===== src/rtl/if_pkg.sv =====
// Shared types and constants for the instruction-fetch stage.
package if_pkg;

  localparam int unsigned IF_ADDR_W  = 32;
  localparam int unsigned IF_INSTR_W = 32;
  localparam int unsigned PC_INC     = 4;

  typedef enum logic [1:0] {
    IDLE  = 2'd0,
    FETCH = 2'd1,
    HOLD  = 2'd2,
    DRAIN = 2'd3
  } fetch_state_t;

  typedef struct packed {
    logic                  valid;
    logic [IF_ADDR_W-1:0]  pc;
    logic [IF_INSTR_W-1:0] instr;
  } if_id_t;

endpackage


===== src/rtl/if_id_reg.sv =====
// IF/ID pipeline register: flush clears valid and wins over load; freeze blocks load.
module if_id_reg
  import if_pkg::*;
(
  input  logic   clk,
  input  logic   rst_n,
  input  logic   i_load,
  input  logic   i_freeze,
  input  logic   i_flush,
  input  if_id_t i_d,
  output if_id_t o_q
);

  if_id_t r_q;

  always_ff @(posedge clk or negedge rst_n) begin
    if (!rst_n) begin
      r_q <= '0;
    end else if (i_flush) begin
      r_q.valid <= 1'b0;
    end else if (i_load && !i_freeze) begin
      r_q <= i_d;
    end
  end

  assign o_q = r_q;

endmodule


===== src/rtl/if_stage_unit.sv =====
// Instruction-fetch stage: PC, imem req/ack FSM, one-entry skid buffer, IF/ID register.
// Optional IF_PERF_CNT_EN adds saturating stall_cycles / flush_count outputs.
module if_stage_unit
  import if_pkg::*;
#(
  parameter int unsigned          ADDR_W   = IF_ADDR_W,
  parameter int unsigned          INSTR_W  = IF_INSTR_W,
  parameter logic [ADDR_W-1:0]    RESET_PC = '0
) (
  input  logic               clk,
  input  logic               rst_n,
  input  logic               hazard,
  input  logic               branch_taken,
  input  logic [ADDR_W-1:0]  branch_addr,
  output logic               imem_req,
  output logic [ADDR_W-1:0]  imem_addr,
  input  logic               imem_ack,
  input  logic [INSTR_W-1:0] imem_rdata,
  output logic               if_id_valid,
  output logic [ADDR_W-1:0]  if_id_pc,
  output logic [INSTR_W-1:0] if_id_instr
`ifdef IF_PERF_CNT_EN
  ,
  output logic [31:0]        stall_cycles,
  output logic [15:0]        flush_count
`endif
);

  fetch_state_t       r_state, w_state_nxt;
  logic [ADDR_W-1:0]  r_pc, w_pc_nxt;
  logic [ADDR_W-1:0]  r_drain_addr;
  logic [ADDR_W-1:0]  r_skid_pc;
  logic [INSTR_W-1:0] r_skid_instr;
  logic               w_drain_load;
  logic               w_skid_load;
  logic               w_ifid_load;
  logic               w_ifid_flush;
  logic [ADDR_W-1:0]  w_pc_inc;
  logic [ADDR_W-1:0]  w_skid_inc;
  if_id_t             w_ifid_d;
  if_id_t             w_ifid_q;

  assign w_pc_inc   = r_pc + ADDR_W'(PC_INC);
  assign w_skid_inc = r_skid_pc + ADDR_W'(PC_INC);

  always_ff @(posedge clk or negedge rst_n) begin
    if (!rst_n) begin
      r_state <= IDLE;
      r_pc    <= RESET_PC;
    end else begin
      r_state <= w_state_nxt;
      r_pc    <= w_pc_nxt;
    end
  end

  always_ff @(posedge clk or negedge rst_n) begin
    if (!rst_n) begin
      r_drain_addr <= '0;
      r_skid_pc    <= '0;
      r_skid_instr <= '0;
    end else begin
      if (w_drain_load) r_drain_addr <= r_pc;
      if (w_skid_load) begin
        r_skid_pc    <= r_pc;
        r_skid_instr <= imem_rdata;
      end
    end
  end

  // The skid buffer is only consumed from HOLD, so leaving HOLD on a branch discards it.
  always_comb begin
    w_state_nxt  = r_state;
    w_pc_nxt     = r_pc;
    w_drain_load = 1'b0;
    w_skid_load  = 1'b0;
    w_ifid_load  = 1'b0;
    w_ifid_flush = 1'b0;
    w_ifid_d.valid = 1'b1;
    w_ifid_d.pc    = IF_ADDR_W'(w_pc_inc);
    w_ifid_d.instr = IF_INSTR_W'(imem_rdata);

    if (branch_taken) begin
      w_ifid_flush = 1'b1;
      w_pc_nxt     = branch_addr;
      unique case (r_state)
        IDLE:  w_state_nxt = FETCH;
        FETCH: begin
          if (!imem_ack) begin
            w_state_nxt  = DRAIN;
            w_drain_load = 1'b1;
          end
        end
        HOLD:  w_state_nxt = FETCH;
        DRAIN: if (imem_ack) w_state_nxt = FETCH;
        default: w_state_nxt = IDLE;
      endcase
    end else begin
      unique case (r_state)
        IDLE:  w_state_nxt = FETCH;
        FETCH: begin
          if (imem_ack) begin
            if (hazard) begin
              w_skid_load = 1'b1;
              w_state_nxt = HOLD;
            end else begin
              w_ifid_load = 1'b1;
              w_pc_nxt    = w_pc_inc;
            end
          end else if (!hazard) begin
            w_ifid_flush = 1'b1;
          end
        end
        HOLD: begin
          if (!hazard) begin
            w_ifid_load    = 1'b1;
            w_ifid_d.pc    = IF_ADDR_W'(w_skid_inc);
            w_ifid_d.instr = IF_INSTR_W'(r_skid_instr);
            w_pc_nxt       = w_pc_inc;
            w_state_nxt    = FETCH;
          end
        end
        DRAIN: if (imem_ack) w_state_nxt = FETCH;
        default: w_state_nxt = IDLE;
      endcase
    end
  end

  if_id_reg u_if_id_reg (
    .clk      (clk),
    .rst_n    (rst_n),
    .i_load   (w_ifid_load),
    .i_freeze (hazard),
    .i_flush  (w_ifid_flush),
    .i_d      (w_ifid_d),
    .o_q      (w_ifid_q)
  );

  // DRAIN presents the address of the abandoned request until its ack arrives.
  assign imem_req    = (r_state == FETCH) || (r_state == DRAIN);
  assign imem_addr   = (r_state == DRAIN) ? r_drain_addr : r_pc;
  assign if_id_valid = w_ifid_q.valid;
  assign if_id_pc    = ADDR_W'(w_ifid_q.pc);
  assign if_id_instr = INSTR_W'(w_ifid_q.instr);

`ifdef IF_PERF_CNT_EN
  logic [31:0] r_stall_cycles;
  logic [15:0] r_flush_count;

  always_ff @(posedge clk or negedge rst_n) begin
    if (!rst_n) begin
      r_stall_cycles <= '0;
      r_flush_count  <= '0;
    end else begin
      if (hazard && (r_state != IDLE) && (r_stall_cycles != '1))
        r_stall_cycles <= r_stall_cycles + 32'd1;
      if (branch_taken && (r_flush_count != '1))
        r_flush_count <= r_flush_count + 16'd1;
    end
  end

  assign stall_cycles = r_stall_cycles;
  assign flush_count  = r_flush_count;
`endif

endmodule


===== config.mk =====
export PLATFORM = sky130hd
export DESIGN_NAME = if_stage_unit
export DESIGN_NICKNAME = d
export VERILOG_FILES = /design/src/rtl/if_pkg.sv /design/src/rtl/if_id_reg.sv /design/src/rtl/if_stage_unit.sv
export SDC_FILE = /design/constraint.sdc
export NUM_CORES = 1
export LEC_CHECK = 0
export BUFFER_PORTS_ARGS = -buffer_cell sky130_fd_sc_hd__buf_2
export CORE_ASPECT_RATIO = 1.4
export CORE_MARGIN = 2
export CORE_UTILIZATION = 40
export DETAILED_ROUTE_END_ITERATION = 16
export HOLD_SLACK_MARGIN = 0.05
export SYNTH_ARGS = -nofsm -noshare
export SYNTH_HDL_FRONTEND = slang
export SYNTH_SLANG_ARGS = --single-unit

===== constraint.sdc =====
create_clock -name clk -period 3.8 [get_ports clk]
set_input_delay 0.57 -clock clk [delete_from_list [all_inputs] [get_ports clk]]
set_output_delay 0.57 -clock clk [all_outputs]
set_load 0.05 [all_outputs]

==> results.sh, run 1 <==
export IMPL_power_density_nw_per_um2=830
export IMPL_min_path_type="in2async"
export IMPL_ant_nets=0
export IMPL_fin_setup_tns_ns=0
export IMPL_cts_sinks=195
export IMPL_grt_overflow=0
export IMPL_gp_congestion=0.790
export IMPL_synth_most_common_cell="dfrtp_1"
export IMPL_muxShareOfSynthArea_pct=15.5
export IMPL_htree_levels=4
export IMPL_synth_xor_area_share_pct=6.77
export IMPL_antenna_found_initial=0
export IMPL_synth_compound_area_share_pct=7.20
export IMPL_post_cts_resized=0
export IMPL_clkTransAtPathRegs_ns=0.08
export IMPL_grt_pass1_wl_um=39900
export IMPL_critPathSlowestCell="ha_2"
export IMPL_cts_tree="yes"
export IMPL_dominantRegCellSynth="dfrtp_1"
export IMPL_routed_wirelength_um=24800
export IMPL_synthesis_instances=944
export IMPL_die_y_um=190
export IMPL_async_reset_ff_share_pct=100
export IMPL_drtIter0Drc=357
export IMPL_first_pass_iters=4
export IMPL_worstMarginPinSlew_ns=1.03
export IMPL_synth_nets=1019
export IMPL_synthSimpleGateAreaFrac_pct=16.3
export IMPL_crit_arrival_ns=2.40
export IMPL_cts_root_buf="clkbuf_16"
export IMPL_worstPathCellList="ha_2 > mux2_2 > buf_2"
export IMPL_drive_gt1_share_pct=32.6
export IMPL_synth_edf_count=0
export IMPL_syn_to_final_growth_pct=16.2
export IMPL_max_stage_delay_ns=0.88
export IMPL_vias=7293
export IMPL_fmax_ghz=0.337
export IMPL_crit_path_end_kind="output pin"
export IMPL_grt_setup_unrepaired="no"
export IMPL_yosysSeqAreaShare_pct=49.6
export IMPL_grt_max_degree=73
export IMPL_fin_crit_sh_pct=78.1
export IMPL_fp_row_count=67
export IMPL_layout_nets=1141
export IMPL_p_leak_nw=5.14
export IMPL_clock_path_buffers=2
export IMPL_insertion_delay_ns=0.44
export IMPL_io_pins=167
export IMPL_cp_max_fo=36
export IMPL_synthesis_area_um2=9840
export IMPL_critical_path_required_ns=3.23
export IMPL_maxSlewHeadroom_pct=31.4
export IMPL_yosysTopAreaCellShare_pct=49.6
export IMPL_viasPerCell=5.25
export IMPL_fin_crit_ns=2.97
export IMPL_die_width_um=137
export IMPL_synthAdderAreaFrac_pct=0.763
export IMPL_synth_top_cells_by_count="dfrtp_1, nand2_1, mux2_2, nor2_1, xor2_1"
export IMPL_ys_types=48
export IMPL_cts_hold_buf=0
export IMPL_nFillCells=2290
export IMPL_ir_drop_v=0.000448
export IMPL_postCtsSetupBuffers=0
export IMPL_ys_warn_count=0
export IMPL_dieArea_um2=25900
export IMPL_synth_area_leaders="dfrtp_1, mux2_2, nand2_1"
export IMPL_postSynthAreaPerCell_um2=10.4
export IMPL_synth_top_cell_by_area="dfrtp_1"
export IMPL_drcViolationCount=0
export IMPL_grt_pass1_vias=7439
export IMPL_ys_ff_latch=195
export IMPL_avgRoutedWirePerCell_um=17.9
export IMPL_finalHoldViolations=0
export IMPL_start_kind="flip-flop"
export IMPL_drv_cap=0
export IMPL_grtUsageTotal_pct=19.9
export IMPL_initial_core_util_pct=40.9
export IMPL_port_buffers=166
export IMPL_fin_util_pct=47.5
export IMPL_synth_top_family_by_area="simple AND/OR/NAND/NOR gates"
export IMPL_report_final_slew_viol_count=0
export IMPL_dpl_hpwl_um=17200
export IMPL_core_um2=24100
export IMPL_antennaDiodeCount=0
export IMPL_skew_ns=0.0121
export IMPL_cts_buffers_inserted=17
export IMPL_crit_type="reg2out"
export IMPL_status="finished, final reports clean"
export IMPL_setup_viol=0
## metrics by stage
step           cell area [µm²]  setup slack (ns)  power, mW  hold slack (ns)  cells
6_report                 11400             0.833       9.49            0.128   1389
3_3_place_gp             10900              1.20       7.72            0.460   1357
4_1_cts                  11400             0.803       9.59            0.145   1389
5_1_grt                  11400             0.733       10.1            0.160   1389
3_5_place_dp             10900              1.15       7.81            0.466   1357
2_1_floorplan             9840              1.11       6.75            0.274    944
## per-layer routing
layer	vias to the layer above	share of wire (%)	track usage, %
met5	-	0	0
li1	3524	-	-
met1	3588	44	25.2
met4	0	1.6	6.45
met3	18	3.7	3.22
met2	163	51	34.3
## state kept, by name, summed over array words and instances (netlist names)
name / cells
u_if_id_reg.o_q: 65
r_drain_addr: 32
r_pc: 32
r_skid_instr: 32
r_skid_pc: 32
r_state: 2
## kinds of logic (layout without fill, tap and decap cells)
kind of cell	after synthesis	in the layout
AND/OR/NAND/NOR	331	331
flip-flops	195	195
adder cells (fa/ha/maj)	6	6
XOR/XNOR	76	76
multiplexers	137	137
AO/OA/AOI/OAI	114	114
buffers and inverters	85	220
## power breakdown
part	switching [mW]	total [mW]	internal, mW
Sequential	0.635	3.58	2.94
Clock	0.827	1.76	0.937
Combinational	2.81	4.15	1.34
## final timing paths
path / cells after the start / slack (ns) / endpoint / start
min in group clk: 3 / 0.32 / r_pc[22] / branch_addr[22]
max reg2reg: 6 / 1.15 / r_skid_instr[25] / r_state[1]
min: 1 / 0.13 / r_drain_addr[7] / rst_n
max in group asynchronous: 2 / 2.87 / r_skid_instr[17] / rst_n
max: 3 / 0.83 / imem_addr[0] / r_state[0]
min reg2reg: 2 / 0.48 / u_if_id_reg.o_q[41] / u_if_id_reg.o_q[41]
## layout make-up
cell class | count | area (µm²) | area share (%)
clock inverters | 12 | 121 | 1.06
multi-input cells | 664 | 4600 | 40.2
flip-flops and latches | 195 | 4880 | 42.7
inverters | 8 | 30.0 | 0.263
clock buffers | 20 | 447 | 3.91
repair buffers | 180 | 970 | 8.48
well taps | 310 | 388 | 3.39
## critical path, delay by kind of cell, from the launching register on
kind,cells,cell delay [ns]
adder cells (fa/ha/maj),1,0.88
buffers and inverters,1,0.22
flip-flops,1,0.41
multiplexers,1,0.42
## placed cells by master, fill, tap and decap left out, types with 2 or more instances in the layout
cell,instances
buf_12,2
a31oi_1,37
nand4b_1,3
nand2_1,153
dfrtp_1,195
nor2b_1,2
nor4_4,3
clkbuf_16,17
o21ai_0,45
clkbuf_1,2
inv_1,8
mux2i_1,11
or4_1,2
inv_6,6
a21oi_1,6
xor2_1,49
nor4_1,2
nand4_1,31
buf_2,165
a211oi_1,2
nand3_2,2
or3_1,2
o221ai_1,13
nand3_1,32
nor3_1,5
nor2_1,60
ha_1,5
and4_1,7
clkinv_4,3
and3_1,10
buf_4,12
a221o_1,2
xnor2_1,27
mux2_2,126
nand4_4,2
clkbuf_8,2
o211ai_1,3
and2_1,6
No activity file was read; power rests on OpenSTA's default activity.
==> run 2: changes to the inputs <==
==> constraint.sdc (replaced) <==
create_clock -name clk -period 2.7 [get_ports clk]
set_input_delay 0.405 -clock clk [delete_from_list [all_inputs] [get_ports clk]]
set_output_delay 0.405 -clock clk [all_outputs]
set_load 0.05 [all_outputs]
==> results.sh, run 2 (synthesis gave the netlist of run 1 again) <==
export IMPL_port_buffers=166
export IMPL_report_final_slew_viol_count=0
export IMPL_dieArea_um2=25900
export IMPL_cts_root_buf="clkbuf_16"
export IMPL_crit_arrival_ns=2.19
export IMPL_gp_congestion=0.811
export IMPL_drive_gt1_share_pct=33.9
export IMPL_critical_path_required_ns=2.30
export IMPL_cts_tree="yes"
export IMPL_die_y_um=190
export IMPL_clock_path_buffers=2
export IMPL_whs_path_depth=3
export IMPL_nFillCells=2259
export IMPL_maxSlewHeadroom_pct=63.1
export IMPL_holdWs_ns=0.163
export IMPL_setup_viol=0
export IMPL_skew_ns=0.0101
export IMPL_worstMarginPinSlew_ns=0.553
export IMPL_placed_area_um2=11000
export IMPL_drv_cap=0
export IMPL_stdcell_area_um2=11700
export IMPL_cts_sinks=195
export IMPL_ir_drop_v=0.000618
export IMPL_fin_crit_ns=2.59
export IMPL_min_path_type="in2reg"
export IMPL_insertion_delay_ns=0.44
export IMPL_fin_crit_sh_pct=96.0
export IMPL_core_um2=24100
export IMPL_grt_pass1_wl_um=39700
export IMPL_status="finished, final reports clean"
export IMPL_fin_util_pct=48.5
export IMPL_dpl_hpwl_um=17800
export IMPL_fp_row_count=67
export IMPL_die_width_um=137
export IMPL_cp_max_fo=16
export IMPL_routed_wirelength_um=25300
export IMPL_reg2reg_depth=7
export IMPL_htree_levels=4
export IMPL_drcViolationCount=0
export IMPL_ant_nets=0
export IMPL_layout_nets=1162
export IMPL_p_leak_nw=5.26
export IMPL_fin_setup_tns_ns=0
export IMPL_finalHoldViolations=0
export IMPL_grtUsageTotal_pct=19.9
export IMPL_antenna_found_initial=2
export IMPL_largest_reg_flops=65
export IMPL_initial_core_util_pct=40.9
export IMPL_start_kind="flip-flop"
export IMPL_rrSetupSlack_ns=0.48
export IMPL_grt_setup_unrepaired="no"
export IMPL_avgRoutedWirePerCell_um=17.9
export IMPL_first_pass_iters=5
export IMPL_post_cts_resized=0
export IMPL_grt_max_degree=62
export IMPL_power_density_nw_per_um2=1170
export IMPL_crit_type="reg2out"
export IMPL_fmax_ghz=0.386
export IMPL_clkTransAtPathRegs_ns=0.07
export IMPL_final_common_cell="dfrtp_1"
export IMPL_grt_overflow=0
export IMPL_drtIter0Drc=312
export IMPL_io_pins=167
export IMPL_vias=7479
export IMPL_syn_to_final_growth_pct=18.6
export IMPL_crit_path_end_kind="output pin"
export IMPL_viasPerCell=5.30
export IMPL_cts_buffers_inserted=17
export IMPL_grt_pass1_vias=7411
export IMPL_layout_common_cells="dfrtp_1, buf_2, nand2_1"
## run 2: cell count changes in the layout (fill, tap and decap cells not counted), moves of 2 or more
cell | before | now
buf_4 | 12 | 30
inv_6 | 6 | 1
clkinvlp_4 | 1 | 4
buf_12 | 2 | 4
bufinv_16 | 1 | 3
clkbuf_1 | 2 | 0
diode_2 | 0 | 2
## run 2: layout make-up
class                   count  area (µm²)  share of cell area [%]
well taps                 310         388                    3.32
clock buffers              19         453                    3.88
repair buffers            201        1150                    9.90
flip-flops and latches    195        4880                    41.8
diodes                      2        5.00                  0.0429
inverters                   8        30.0                   0.257
clock inverters            12         156                    1.34
multi-input cells         664        4600                    39.4
## run 2: final timing paths
check,start,end
min in group asynchronous,rst_n,r_drain_addr[9]
min reg2reg,u_if_id_reg.o_q[38],u_if_id_reg.o_q[38]
min,branch_addr[22],r_pc[22]
max in group asynchronous,rst_n,r_skid_instr[5]
max reg2reg,r_state[1],u_if_id_reg.o_q[53]
max,r_state[0],imem_addr[16]
## run 2: worst max-delay path, cell delays in order, from the launching register on
cell and delay (ns):
dfrtp_1 0.41, ha_2 0.51, buf_4 0.27, mux2_2 0.35, buf_2 0.21
## run 2: stage by stage
step                      setup WS (ns)  power (mW)  instances
after floorplan                   0.179        9.50        944
after global placement            0.549        11.0       1377
after detailed placement          0.488        11.1       1377
after CTS                        0.0741        13.8       1409
after global routing            0.00866        14.4       1409
final                             0.108        13.6       1411
## run 2: power by group
| group | leakage [nW] | switching [mW] | internal (mW) |
|---|---|---|---|
| Combinational | 2.61 | 4.00 | 1.95 |
| Sequential | 2.36 | 0.867 | 4.14 |
| Clock | 0.287 | 1.14 | 1.50 |
## run 2: routing by layer
layer | wire length, µm | track usage [%]
met5 | 0 | 0
met4 | 664 | 8.01
met3 | 1170 | 3.52
met2 | 12800 | 34.0
met1 | 10700 | 24.8
## run 2: what timing repair did
item	CTS	global route
hold buffers	1	0
setup buffers	0	0
hold endpoints to repair	57	0
endpoints found under the setup margin	0	0
==> run 3: changes to the inputs <==
--- a/config.mk
+++ b/config.mk
@@ -6,11 +6,14 @@
 export NUM_CORES = 1
 export LEC_CHECK = 0
 export BUFFER_PORTS_ARGS = -buffer_cell sky130_fd_sc_hd__buf_2
+export CELL_PAD_IN_SITES_DETAIL_PLACEMENT = 0
+export CELL_PAD_IN_SITES_GLOBAL_PLACEMENT = 2
 export CORE_ASPECT_RATIO = 1.4
 export CORE_MARGIN = 2
-export CORE_UTILIZATION = 40
+export CORE_UTILIZATION = 33
 export DETAILED_ROUTE_END_ITERATION = 16
 export HOLD_SLACK_MARGIN = 0.05
+export PLACE_DENSITY_LB_ADDON = 0.1
 export SYNTH_ARGS = -nofsm -noshare
 export SYNTH_HDL_FRONTEND = slang
 export SYNTH_SLANG_ARGS = --single-unit
==> constraint.sdc (replaced) <==
create_clock -name clk -period 2.7 [get_ports clk]
set_input_delay 0.135 -clock clk [delete_from_list [all_inputs] [get_ports clk]]
set_output_delay 0.135 -clock clk [all_outputs]
set_load 0.05 [all_outputs]
==> results.sh, run 3 (synthesis gave the netlist of run 1 again) <==
export IMPL_status="finished, final reports clean"
export IMPL_postCtsSetupBuffers=0
export IMPL_fin_crit_ns=2.32
export IMPL_avgRoutedWirePerCell_um=18.5
export IMPL_grtUsageTotal_pct=18.9
export IMPL_fp_row_count=74
export IMPL_io_pins=167
export IMPL_skew_ns=0.0117
export IMPL_drtIter0Drc=338
export IMPL_clock_path_buffers=2
export IMPL_fin_cells=1549
export IMPL_clkTransAtPathRegs_ns=0.07
export IMPL_fin_setup_tns_ns=0
export IMPL_fin_crit_sh_pct=86.1
export IMPL_post_cts_resized=0
export IMPL_drcViolationCount=0
export IMPL_crit_path_end_kind="output pin"
export IMPL_dpl_hpwl_um=19800
export IMPL_grt_pass1_vias=7854
export IMPL_grt_setup_unrepaired="no"
export IMPL_worstMarginPinSlew_ns=0.706
export IMPL_first_pass_iters=4
export IMPL_holdWs_ns=0.109
export IMPL_largest_reg_flops=65
export IMPL_power_density_nw_per_um2=1100
export IMPL_insertion_delay_ns=0.44
export IMPL_cts_root_buf="clkbuf_16"
export IMPL_viasPerCell=4.91
export IMPL_pwr_share_comb_pct=44.5
export IMPL_min_path_type="in2reg"
export IMPL_die_y_um=208
export IMPL_layout_common_cells="dfrtp_1, buf_2, nand2_1"
export IMPL_grt_pass1_wl_um=45300
export IMPL_htree_levels=4
export IMPL_cp_max_fo=24
export IMPL_switching_share_pct=44.8
export IMPL_routed_wirelength_um=28700
export IMPL_port_buffers=166
export IMPL_critical_path_required_ns=2.57
export IMPL_p_seq_share_pct=36.8
export IMPL_p_leak_nw=5.55
export IMPL_fmax_ghz=0.430
export IMPL_placed_area_um2=11200
export IMPL_maxSlewHeadroom_pct=52.9
export IMPL_antenna_found_initial=0
export IMPL_p_int_mw=7.52
export IMPL_crit_arrival_ns=2.19
export IMPL_core_um2=29300
export IMPL_antennaDiodeCount=0
export IMPL_setup_viol=0
export IMPL_finalHoldViolations=0
export IMPL_start_kind="flip-flop"
export IMPL_p_switching_mw=6.11
export IMPL_fin_util_pct=42.4
export IMPL_ant_nets=0
export IMPL_initial_core_util_pct=33.6
export IMPL_layout_nets=1231
export IMPL_cts_buffers_inserted=17
export IMPL_stdcell_area_um2=12400
export IMPL_grt_overflow=0
export IMPL_die_width_um=150
export IMPL_final_common_cell="dfrtp_1"
export IMPL_cts_tree="yes"
export IMPL_dieArea_um2=31200
export IMPL_vias=7598
export IMPL_dp_cells=1451
export IMPL_drive_gt1_share_pct=32.2
export IMPL_grt_max_degree=78
export IMPL_ir_drop_v=0.000551
export IMPL_cts_sinks=195
export IMPL_syn_to_final_growth_pct=26.2
export IMPL_report_final_slew_viol_count=0
export IMPL_drv_cap=0
export IMPL_gp_congestion=0.787
export IMPL_clockPowerShare_pct=18.7
export IMPL_crit_type="reg2out"
run 3: cell count changes in the layout (fill, tap and decap cells not counted), sizes merged:
| cell | delta |
|---|---|
| dlygate4sd3 | +65 |
| buf | +4 |
| clkbuf | +3 |
| bufinv | -2 |
| clkinvlp | -2 |
| diode | -2 |
| clkinv | +1 |
| inv | +1 |
run 3: stage by stage:
step	power (mW)	setup WS (ns)
after floorplan	9.50	0.449
after global placement	11.1	0.399
after detailed placement	11.2	0.382
after CTS	13.8	0.320
after global routing	14.4	0.173
final	13.6	0.376
run 3: repair_timing:
action | 4_1_cts | 5_1_grt
setup endpoints to repair | 0 | 0
hold buffers | 66 | 0
hold endpoints to repair | 169 | 0
run 3: critical path: stages (launching register included):
cell and delay, ns:
dfrtp_1 0.41, ha_2 0.44, buf_12 0.27, mux2_2 0.40
buf_2 0.22
run 3: power by group through the flow:
stage          logic, mW  clock network [mW]  registers (mW)
5_1_grt             6.51                2.73            5.20
6_report            6.06                2.55            5.02
4_1_cts             6.16                2.63            5.03
3_3_place_gp        6.04                   0            5.05
3_5_place_dp        6.07                   0            5.09
2_1_floorplan       3.09                   0            6.40
run 3: metal layers:
layer	vias to the layer above	part of all wire (%)	GRT usage, %	wire [µm]
li1	3708	-	-	-
met1	3731	44	23.9	12700
met2	138	51	33.5	14700
met3	21	3.0	2.85	849
met4	0	1.2	4.65	358
met5	-	0	0	0
run 3: area by class of cell:
cell class	count	area [µm²]
inverter	8	30.0
tap	380	475
multi-input combinational	664	4600
timing repair buffer	270	1860
fill	2964	16800
sequential	195	4880
clock inverter	10	98.8
clock buffer	22	474
run 3: worst paths after layout:
path | start | endpoint | slack, ns | cells after the start
max reg2reg | r_state[1] | r_pc[18] | 0.42 | 8
max in group asynchronous | rst_n | u_if_id_reg.o_q[34] | 1.71 | 3
min | hazard | u_if_id_reg.o_q[64] | 0.11 | 3
min in group asynchronous | rst_n | u_if_id_reg.o_q[26] | 0.31 | 2
min reg2reg | u_if_id_reg.o_q[42] | u_if_id_reg.o_q[42] | 0.48 | 2
max | r_state[0] | imem_addr[4] | 0.38 | 4
